File: config.mk
export PLATFORM = sky130hd
export DESIGN_NAME = sobel_scan_source_flat
export DESIGN_NICKNAME = d
export VERILOG_FILES = /design/src/rtl/sobel_scan_source_if.sv /design/src/rtl/sobel_scan_source.sv /design/src/flat_wrapper.sv
export SDC_FILE = /design/constraint.sdc
export NUM_CORES = 1
export LEC_CHECK = 0
export ABC_AREA = 1
export BUFFER_PORTS_ARGS = -buffer_cell sky130_fd_sc_hd__buf_4
export CORE_MARGIN = 3
export CORE_UTILIZATION = 50
export DETAILED_ROUTE_END_ITERATION = 6
export GPL_TIMING_DRIVEN = 1
export PLACE_DENSITY = 0.88
export SLEW_MARGIN = 40
export SYNTH_ARGS = -nofsm -noshare
export SYNTH_HDL_FRONTEND = slang
export SYNTH_SLANG_ARGS = --single-unit
File: constraint.sdc
create_clock -name clk -period 1.81 [get_ports clk]
set_clock_uncertainty 0.2 [all_clocks]
set_input_delay 0.362 -clock clk [delete_from_list [all_inputs] [get_ports clk]]
set_output_delay 0.362 -clock clk [all_outputs]
set_load 0.1 [all_outputs]
File: src/rtl/sobel_scan_source_if.sv
// Pixel stream bundle: upstream valid/ready side plus the positioned filter side.
// The master modport belongs to the scan source; the slave modport to whoever drives/observes it.
interface sobel_scan_source_if;
    logic        src_valid;
    logic [23:0] src_data;
    logic        src_ready;
    logic [11:0] posx;
    logic [11:0] posy;
    logic        ready;
    logic        rden;
    logic [7:0]  in_r;
    logic [7:0]  in_g;
    logic [7:0]  in_b;

    modport master (
        input  src_valid, src_data, rden,
        output src_ready, posx, posy, ready, in_r, in_g, in_b
    );

    modport slave (
        output src_valid, src_data, rden,
        input  src_ready, posx, posy, ready, in_r, in_g, in_b
    );
endinterface

File: src/rtl/sobel_scan_source.sv
// Raster-scan pixel source for a 3x3 filter: one-entry pixel register, line gaps, latency flush.
// Define SOBEL_SCAN_TEST_PATTERN_EN to replace upstream data with a position-derived pattern.
//
// state     | meaning
// ST_IDLE   | waiting for start
// ST_SCAN   | offering pixels of the current line
// ST_HBLANK | idle gap after a line, held pixel stays in the register
// ST_FLUSH  | drain filter latency; frame_done on the last cycle
module sobel_scan_source #(
    parameter int H_SIZE = 1920,
    parameter int V_SIZE = 1080,
    parameter int HBLANK = 16,
    parameter int FLUSH  = 4
) (
    input  logic                       clk,
    input  logic                       rst_n,
    input  logic                       start,
    sobel_scan_source_if.master        px,
    output logic                       busy,
    output logic                       frame_done,
    output logic [15:0]                frame_cnt
);
    typedef enum logic [1:0] {ST_IDLE, ST_SCAN, ST_HBLANK, ST_FLUSH} state_t;

    localparam logic [11:0] X_LAST  = 12'(H_SIZE - 1);
    localparam logic [11:0] Y_LAST  = 12'(V_SIZE - 1);
    localparam logic [15:0] HB_INIT = 16'(HBLANK);
    localparam logic [15:0] FL_INIT = 16'(FLUSH);

    state_t      state_q, state_d;
    logic        pr_valid_q, pr_valid_d;
    logic [23:0] pr_data_q, pr_data_d;
    logic [11:0] posx_q, posx_d;
    logic [11:0] posy_q, posy_d;
    logic [15:0] cnt_q, cnt_d;
    logic        busy_q, busy_d;
    logic        frame_done_q, frame_done_d;
    logic [15:0] frame_cnt_q, frame_cnt_d;

    logic        ready, beat, x_last, y_last, frame_end, pull, load, src_ready, fin;
    logic [11:0] nx, ny;
    logic [23:0] load_data;
`ifdef SOBEL_SCAN_TEST_PATTERN_EN
    logic [11:0] lx, ly;
    logic        unused_src;
`endif

    always_comb begin
        ready     = pr_valid_q && (state_q == ST_SCAN);
        beat      = ready && px.rden;
        x_last    = (posx_q == X_LAST);
        y_last    = (posy_q == Y_LAST);
        frame_end = beat && x_last && y_last;
        nx        = x_last ? 12'd0 : posx_q + 12'd1;
        ny        = x_last ? posy_q + 12'd1 : posy_q;
        // Never pull past the final pixel: the next frame's data must stay upstream.
        pull      = (state_q == ST_SCAN) && (!pr_valid_q || beat) && !frame_end;
`ifdef SOBEL_SCAN_TEST_PATTERN_EN
        unused_src = ^{px.src_valid, px.src_data};
        lx         = beat ? nx : posx_q;
        ly         = beat ? ny : posy_q;
        src_ready  = 1'b0;
        load       = pull;
        load_data  = {lx[7:0], ly[7:0], lx[7:0] ^ ly[7:0]};
`else
        src_ready  = pull;
        load       = pull && px.src_valid;
        load_data  = px.src_data;
`endif

        state_d      = state_q;
        pr_valid_d   = pr_valid_q;
        pr_data_d    = pr_data_q;
        posx_d       = posx_q;
        posy_d       = posy_q;
        cnt_d        = cnt_q;
        busy_d       = busy_q;
        frame_done_d = 1'b0;
        frame_cnt_d  = frame_cnt_q;
        fin          = 1'b0;

        if (load) begin
            pr_valid_d = 1'b1;
            pr_data_d  = load_data;
        end else if (beat) begin
            pr_valid_d = 1'b0;
        end

        case (state_q)
            ST_IDLE: begin
                // frame_done_q guards the FLUSH==0 case where the pulse lands in IDLE
                if (start && !frame_done_q) begin
                    state_d = ST_SCAN;
                    posx_d  = 12'd0;
                    posy_d  = 12'd0;
                    busy_d  = 1'b1;
                end
            end
            ST_SCAN: begin
                if (beat) begin
                    posx_d = nx;
                    if (x_last) begin
                        if (y_last) begin
                            if (FLUSH == 0) begin
                                state_d = ST_IDLE;
                            end else begin
                                state_d = ST_FLUSH;
                                cnt_d   = FL_INIT;
                            end
                            fin = (FLUSH <= 1);
                        end else begin
                            posy_d = ny;
                            if (HBLANK != 0) begin
                                state_d = ST_HBLANK;
                                cnt_d   = HB_INIT;
                            end
                        end
                    end
                end
            end
            ST_HBLANK: begin
                if (cnt_q <= 16'd1) state_d = ST_SCAN;
                else                cnt_d   = cnt_q - 16'd1;
            end
            ST_FLUSH: begin
                if (cnt_q <= 16'd1) state_d = ST_IDLE;
                else                cnt_d   = cnt_q - 16'd1;
                fin = (cnt_q == 16'd2);
            end
            default: state_d = ST_IDLE;
        endcase

        // Outputs are registered, so the done pulse is set one edge early to land on the last flush cycle.
        if (fin) begin
            frame_done_d = 1'b1;
            busy_d       = 1'b0;
            frame_cnt_d  = frame_cnt_q + 16'd1;
        end
    end

    always_ff @(posedge clk or negedge rst_n) begin
        if (!rst_n) begin
            state_q      <= ST_IDLE;
            pr_valid_q   <= 1'b0;
            pr_data_q    <= 24'd0;
            posx_q       <= 12'd0;
            posy_q       <= 12'd0;
            cnt_q        <= 16'd0;
            busy_q       <= 1'b0;
            frame_done_q <= 1'b0;
            frame_cnt_q  <= 16'd0;
        end else begin
            state_q      <= state_d;
            pr_valid_q   <= pr_valid_d;
            pr_data_q    <= pr_data_d;
            posx_q       <= posx_d;
            posy_q       <= posy_d;
            cnt_q        <= cnt_d;
            busy_q       <= busy_d;
            frame_done_q <= frame_done_d;
            frame_cnt_q  <= frame_cnt_d;
        end
    end

    assign px.src_ready = src_ready;
    assign px.ready     = ready;
    assign px.posx      = posx_q;
    assign px.posy      = posy_q;
    assign px.in_r      = pr_data_q[23:16];
    assign px.in_g      = pr_data_q[15:8];
    assign px.in_b      = pr_data_q[7:0];
    assign busy         = busy_q;
    assign frame_done   = frame_done_q;
    assign frame_cnt    = frame_cnt_q;
endmodule
File: src/flat_wrapper.sv
// flat-port wrapper written by rule: the top's interface ports become plain ports
module sobel_scan_source_flat 
#(
    parameter int H_SIZE = 1920,
    parameter int V_SIZE = 1080,
    parameter int HBLANK = 16,
    parameter int FLUSH  = 4
)
  (clk, rst_n, start, busy, frame_done, frame_cnt, px_src_valid, px_src_data, px_rden, px_src_ready, px_posx, px_posy, px_ready, px_in_r, px_in_g, px_in_b);
  sobel_scan_source_if px_i ();
  input  logic clk;
  input  logic rst_n;
  input  logic start;
  output logic busy;
  output logic frame_done;
  output logic [15:0] frame_cnt;
  input wire logic [$bits(px_i.src_valid)-1:0] px_src_valid;
  input wire logic [$bits(px_i.src_data)-1:0] px_src_data;
  input wire logic [$bits(px_i.rden)-1:0] px_rden;
  output wire logic [$bits(px_i.src_ready)-1:0] px_src_ready;
  output wire logic [$bits(px_i.posx)-1:0] px_posx;
  output wire logic [$bits(px_i.posy)-1:0] px_posy;
  output wire logic [$bits(px_i.ready)-1:0] px_ready;
  output wire logic [$bits(px_i.in_r)-1:0] px_in_r;
  output wire logic [$bits(px_i.in_g)-1:0] px_in_g;
  output wire logic [$bits(px_i.in_b)-1:0] px_in_b;
  assign px_i.src_valid = px_src_valid;
  assign px_i.src_data = px_src_data;
  assign px_i.rden = px_rden;
  assign px_src_ready = px_i.src_ready;
  assign px_posx = px_i.posx;
  assign px_posy = px_i.posy;
  assign px_ready = px_i.ready;
  assign px_in_r = px_i.in_r;
  assign px_in_g = px_i.in_g;
  assign px_in_b = px_i.in_b;
  sobel_scan_source #(.H_SIZE(H_SIZE), .V_SIZE(V_SIZE), .HBLANK(HBLANK), .FLUSH(FLUSH)) u_core (.clk(clk), .rst_n(rst_n), .start(start), .px(px_i), .busy(busy), .frame_done(frame_done), .frame_cnt(frame_cnt));
endmodule
# Yosys cells after proc, flatten, opt, wreduce, memory -nomap -nowiden
# Cells that the tools add are included.
# word_totals
register_bits,85
inputBits,29
out_inout_bits,68
# classes
n_addsub,4
n_lt_le_gt_ge,1
n_eq_ne,13
muxes,27
reduce_logical,24
# ops
cell,count
12-bit two-way mux,6
16-bit two-way mux,3
12-bit case mux with 2 select lines,2
16-bit case mux with 2 select lines,1
"12-bit by 1-bit adder with 12-bit output, second input constant",2
"12-bit by 11-bit equality test with 1-bit output, second input constant",2
"16-bit by 1-bit adder with 16-bit output, second input constant",1
"16-bit by 2-bit equality test with 1-bit output, second input constant",1
"16-bit by 1-bit less-or-equal comparator with 1-bit output, second input constant",1
"16-bit by 1-bit subtractor with 16-bit output, second input constant",1
2-bit two-way mux,5
"2-bit by 1-bit != test with 1-bit output, second input constant",5
5-bit AND reduction,2
2-bit nonzero test,5
1-bit logical AND,8
1-bit two-way mux,8
2-bit case mux with 4 select lines,1
5-bit two-way mux,1
"2-bit equality test, second input constant",2
"2-bit != test, second input constant",2
4-bit AND reduction,1
1-bit zero test,3
3-bit AND reduction,1
"2-bit by 1-bit equality test with 1-bit output, second input constant",1
other kinds (4),4

# Logic depth before layout (Yosys ltp)
# logic_depth
depth_word,9
ltp_mapped,11

# Worst setup path before layout
# No wires, ideal clock.
# synth_path
kind,register to output
startpoint,register u_core.posx_q[1] (netlist: u_core.px.posx[1])
endpoint,output port px_src_ready
arrival_ns,2.442
t_required_ns,1.248
setup_slack_ns,-1.194
path_stages_with_launch,8
n_path_buf,0
path_cell_list,dfrtp_1 > ha_1 > nand2_1 > nor2_1 > nand2_1 > nor2_2 > nand3_4 > and2_1
# synth_between
elab_chain_cells,5
# synth_lines
element,line,source
start: declaration,sobel_scan_source.sv:33,"logic [11:0] posx_q, posx_d;"
start signal: assignment,sobel_scan_source.sv:156,posx_q <= posx_d;
12-bit by 11-bit equality test with 1-bit output,sobel_scan_source.sv:51,x_last = (posx_q == X_LAST);
1-bit logical AND (2 in series),sobel_scan_source.sv:53,frame_end = beat && x_last && y_last;
1-bit zero test,sobel_scan_source.sv:57,pull = (state_q == ST_SCAN) && (!pr_valid_q || beat) && !frame_end;
1-bit logical AND,sobel_scan_source.sv:57,
end: declaration,flat_wrapper.sv:20,output wire logic [$bits(px_i.src_ready)-1:0] px_src_ready;
# Every way passes these cells.

# Final worst setup path
# layout_path
startpoint,register u_core.posy_q[6] (netlist: u_core.px.posy[6])
endpoint,output port px_src_ready
# layout_between
elab_chain_cells,4
# layout_lines
element,line,source
start: declaration,sobel_scan_source.sv:34,"logic [11:0] posy_q, posy_d;"
start signal: assignment,sobel_scan_source.sv:157,posy_q <= posy_d;
12-bit by 11-bit equality test with 1-bit output,sobel_scan_source.sv:52,y_last = (posy_q == Y_LAST);
1-bit logical AND,sobel_scan_source.sv:53,
1-bit zero test,sobel_scan_source.sv:57,
1-bit logical AND,sobel_scan_source.sv:57,
# Every way passes these cells.

==> flow_summary.ini <==
[worst_setup_path]
crit_fanout = 2
cp_num_buf_inv = 2
start_kind = flop
crit_required_ns = 1.25
slowest_stage = dfrtp_2
path_delay_family = simple AND/OR/NAND/NOR gates
timing_worst_setup_path_type = flop to output pin
slowest_delay_ns = 0.43
crit_chain = inv_1 > nand2_1 > nor2_1 > nand2_1 > nor2_1 > nand3_4 > and2_4 > buf_12
endpoint_kind = output pin
cp.arrival_ns = 1.78

[grt]
grt_pass1_wl_um = 24380
grt_overflow = 0
antenna_found_initial = 0
grt.total_usage_pct = 26.50
grt_pass1_vias = 5339
grt_max_degree = 34

[finish]
areaGrowthSynthToFinish_pct = 47.83
fillCellCount = 579
multi_input_area_um2 = 2803
drive_above_1_share_pct = 37.36
nets = 908
diodes = 0
post-route-util_pct = 77.45
seqCellArea_um2 = 2217

[timing]
drv_slew = 0
min_period_ns = 2.338
setup_viol = 71
fmax_mhz = 427.7
grt_setup_unrepaired = true
finalHoldViolCount = 0
relSlewSlack_pct = 67.05
timing.final.crit_share_pct = 129.2
worst_slack_ns = -0.5279
worst_slew_pin_slew_ns = 0.4905

[worst_hold_path]
hold_path.class = input pin to flop

[route]
topRoutingLayerUsed = met4
viasPerCell = 5.819
wl_met1_um = 6342
drtPass1Iterations = 7
postRouteAntennaNets = 0
wl_per_cell_um = 17.87
wl_met3_um = 1473
route.detailed.drc = 0
routed-wl-met2_um = 8932
drtIter0Drc = 566
wirelength_um = 17990
vias = 5860

[clock_network]
htree_levels = 3
cts_buffers = 9
clk_pin_slew_ns = 0.11
clockBufferDepth = 2
cts_tree = done
worstSkewPairLatency_ns = 0.38
cts_sinks = 85
root_buffer = clkbuf_8

[floorplan]
io_pins = 97
die_height_um = 105.1
num_rows = 35
die_w_um = 105.1
coreArea_um2 = 9371
start_util_pct = 52.39
dieArea_um2 = 11040

[power_and_ir_drop]
power_uw = 8962
irDropWorstVdd_mv = 1.777
power_leakage_uw = 0.003661
p_per_area_nw_per_um2 = 1235

[logic_synthesis]
ys_seq_elements = 85
yosys_warnings = 0
ys_types = 29
netlist_area_um2 = 4910
syn_nets = 724
synth_cells = 689
avgSynthCellArea_um2 = 7.126
yosysSeqAreaShare_pct = 43.32

[outcome]
status = complete, but fails checks
violations = negative setup slack

[placement]
post-dp-hpwl_um = 10040
port_buffers = 96
routabilityCongestion = 0.9224

[flow_run]
drv_cap = 0
-- metrics by stage --
stage	instances	setup TNS [ns]	hold slack (ns)	setup WS, ns	instance area, µm²
floorplan	689	-5.900	-0.1336	-0.3599	5120
global placement	970	-5.775	0.1408	-0.2339	6455
detailed placement	970	-8.015	0.1434	-0.3277	6455
CTS	995	-3.804	0.04849	-0.4843	6818
global route	1007	-12.62	0.04530	-0.6118	7258
finish	1007	-6.892	0.04102	-0.5279	7258
-- power by group --
group	leakage [µW]	internal [µW]	total [µW]	switching (µW)
logic	0.00252	1200	4930	3730
clock network	0.000104	663	1480	820
registers	0.00104	2290	2550	261
total	0.00366	4150	8960	4810
-- layer usage --
metal | vias up | GRT usage [%]
met5 | - | 0
met4 | 0 | 9.934
li1 | 2555 | -
met2 | 445 | 46.84
met1 | 2700 | 32.17
met3 | 160 | 4.632
-- worst paths after layout --
kind                                          start             endpoint  slack [ns]  cells past startpoint
max in group asynchronous                     rst_n  u_core.frame_cnt[3]        0.60                      3
min in group asynchronous                     rst_n    u_core.px.posy[5]        0.27                      2
worst min-delay path                 px_src_data[2]  u_core.pr_data_q[2]        0.04                      3
worst max register to register    u_core.px.posx[0]    u_core.px.posy[8]       -0.18                     12
worst min register to register  u_core.pr_data_q[4]  u_core.pr_data_q[4]        0.29                      2
worst max-delay path              u_core.px.posy[6]         px_src_ready       -0.53                      8
-- cell usage after synthesis --
cell type / count / area [µm²]
ha_1: 6 / 75.07
and2_1: 2 / 12.51
nor2_2: 3 / 18.77
a21oi_1: 8 / 40.04
dfrtp_1: 85 / 2127
o21ai_0: 23 / 115.1
xnor2_1: 6 / 52.55
nor2_8: 1 / 20.02
xor2_1: 16 / 140.1
nand3_2: 1 / 10.01
o21ai_1: 1 / 5.000
nand2_1: 253 / 949.7
buf_2: 5 / 25.02
o21bai_1: 1 / 7.510
buf_6: 2 / 22.52
buf_4: 5 / 37.54
nand3_4: 3 / 52.55
nor2_1: 99 / 371.6
nor3_1: 5 / 25.02
nand2_2: 6 / 37.54
nand3_1: 47 / 235.2
o21a_1: 2 / 15.01
nand4_1: 35 / 219.0
nor4b_1: 1 / 8.760
clkinv_1: 1 / 3.750
inv_2: 3 / 11.26
clkbuf_1: 8 / 30.03
a21oi_4: 1 / 16.27
inv_1: 60 / 225.2
-- sequential cells by signal, indices dropped and copies added, names as in the netlist --
register and cells:
u_core.state_q 2, u_core.pr_valid_q 1, u_core.px.posy 12, u_core.cnt_q 16, u_core.frame_cnt 16, u_core.pr_data_q 24, u_core.frame_done 1, u_core.busy 1
u_core.px.posx 12
-- logic make-up (layout without fill, tap and decap cells) --
group	Yosys count	count (layout)	share of synthesized area (%)
AND/OR/NAND/NOR	456	460	39.93
XOR/XNOR	22	22	3.924
buffers and inverters	84	269	7.237
AO/OA/AOI/OAI	36	36	4.052
flip-flops	85	85	43.32
adder cells (fa/ha/maj)	6	6	1.529
-- area by class of cell --
cell class / instances / area share, %
inverter: 64 / 3.499
tap: 129 / 2.224
clock inverter: 7 / 1.138
clock buffer: 9 / 1.707
sequential: 85 / 30.55
timing repair buffer: 189 / 22.27
multi-input combinational: 524 / 38.61
-- what timing repair did --
action / CTS / global route
resized for setup: 24 / 94
endpoints found under the setup margin: 64 / 90
setup buffers: 8 / 11
gates cloned: 2 / 4
hold buffers: 1 / 0
endpoints found under the hold margin: 31 / 0
pin swaps: 13 / 23
-- worst register-to-register path: cells and delay by family (launching register included) --
family / cells / cell delay, ns
AND/OR/NAND/NOR: 7 / 0.75
buffers and inverters: 4 / 0.39
flip-flops: 1 / 0.44
adder cells (fa/ha/maj): 1 / 0.16
-- layout by cell type (no fill, tap or decap), types with 4 or more instances in the layout --
master and instances:
dfrtp_4 15, buf_4 159, buf_12 7, nor2_2 16
clkbuf_8 9, dfrtp_2 27, nand4_1 35, nand2_4 6
dfrtp_1 43, o21ai_0 16, nor2_4 8, inv_2 6
o21ai_2 5, xor2_1 16, nor2_1 78, a21oi_1 4
nand2_2 10, nand3_1 44, nand2_1 240, nand3_4 7
buf_6 18, xnor2_1 6, nand3_2 4, inv_1 54
(Power assumes the default switching activity.)
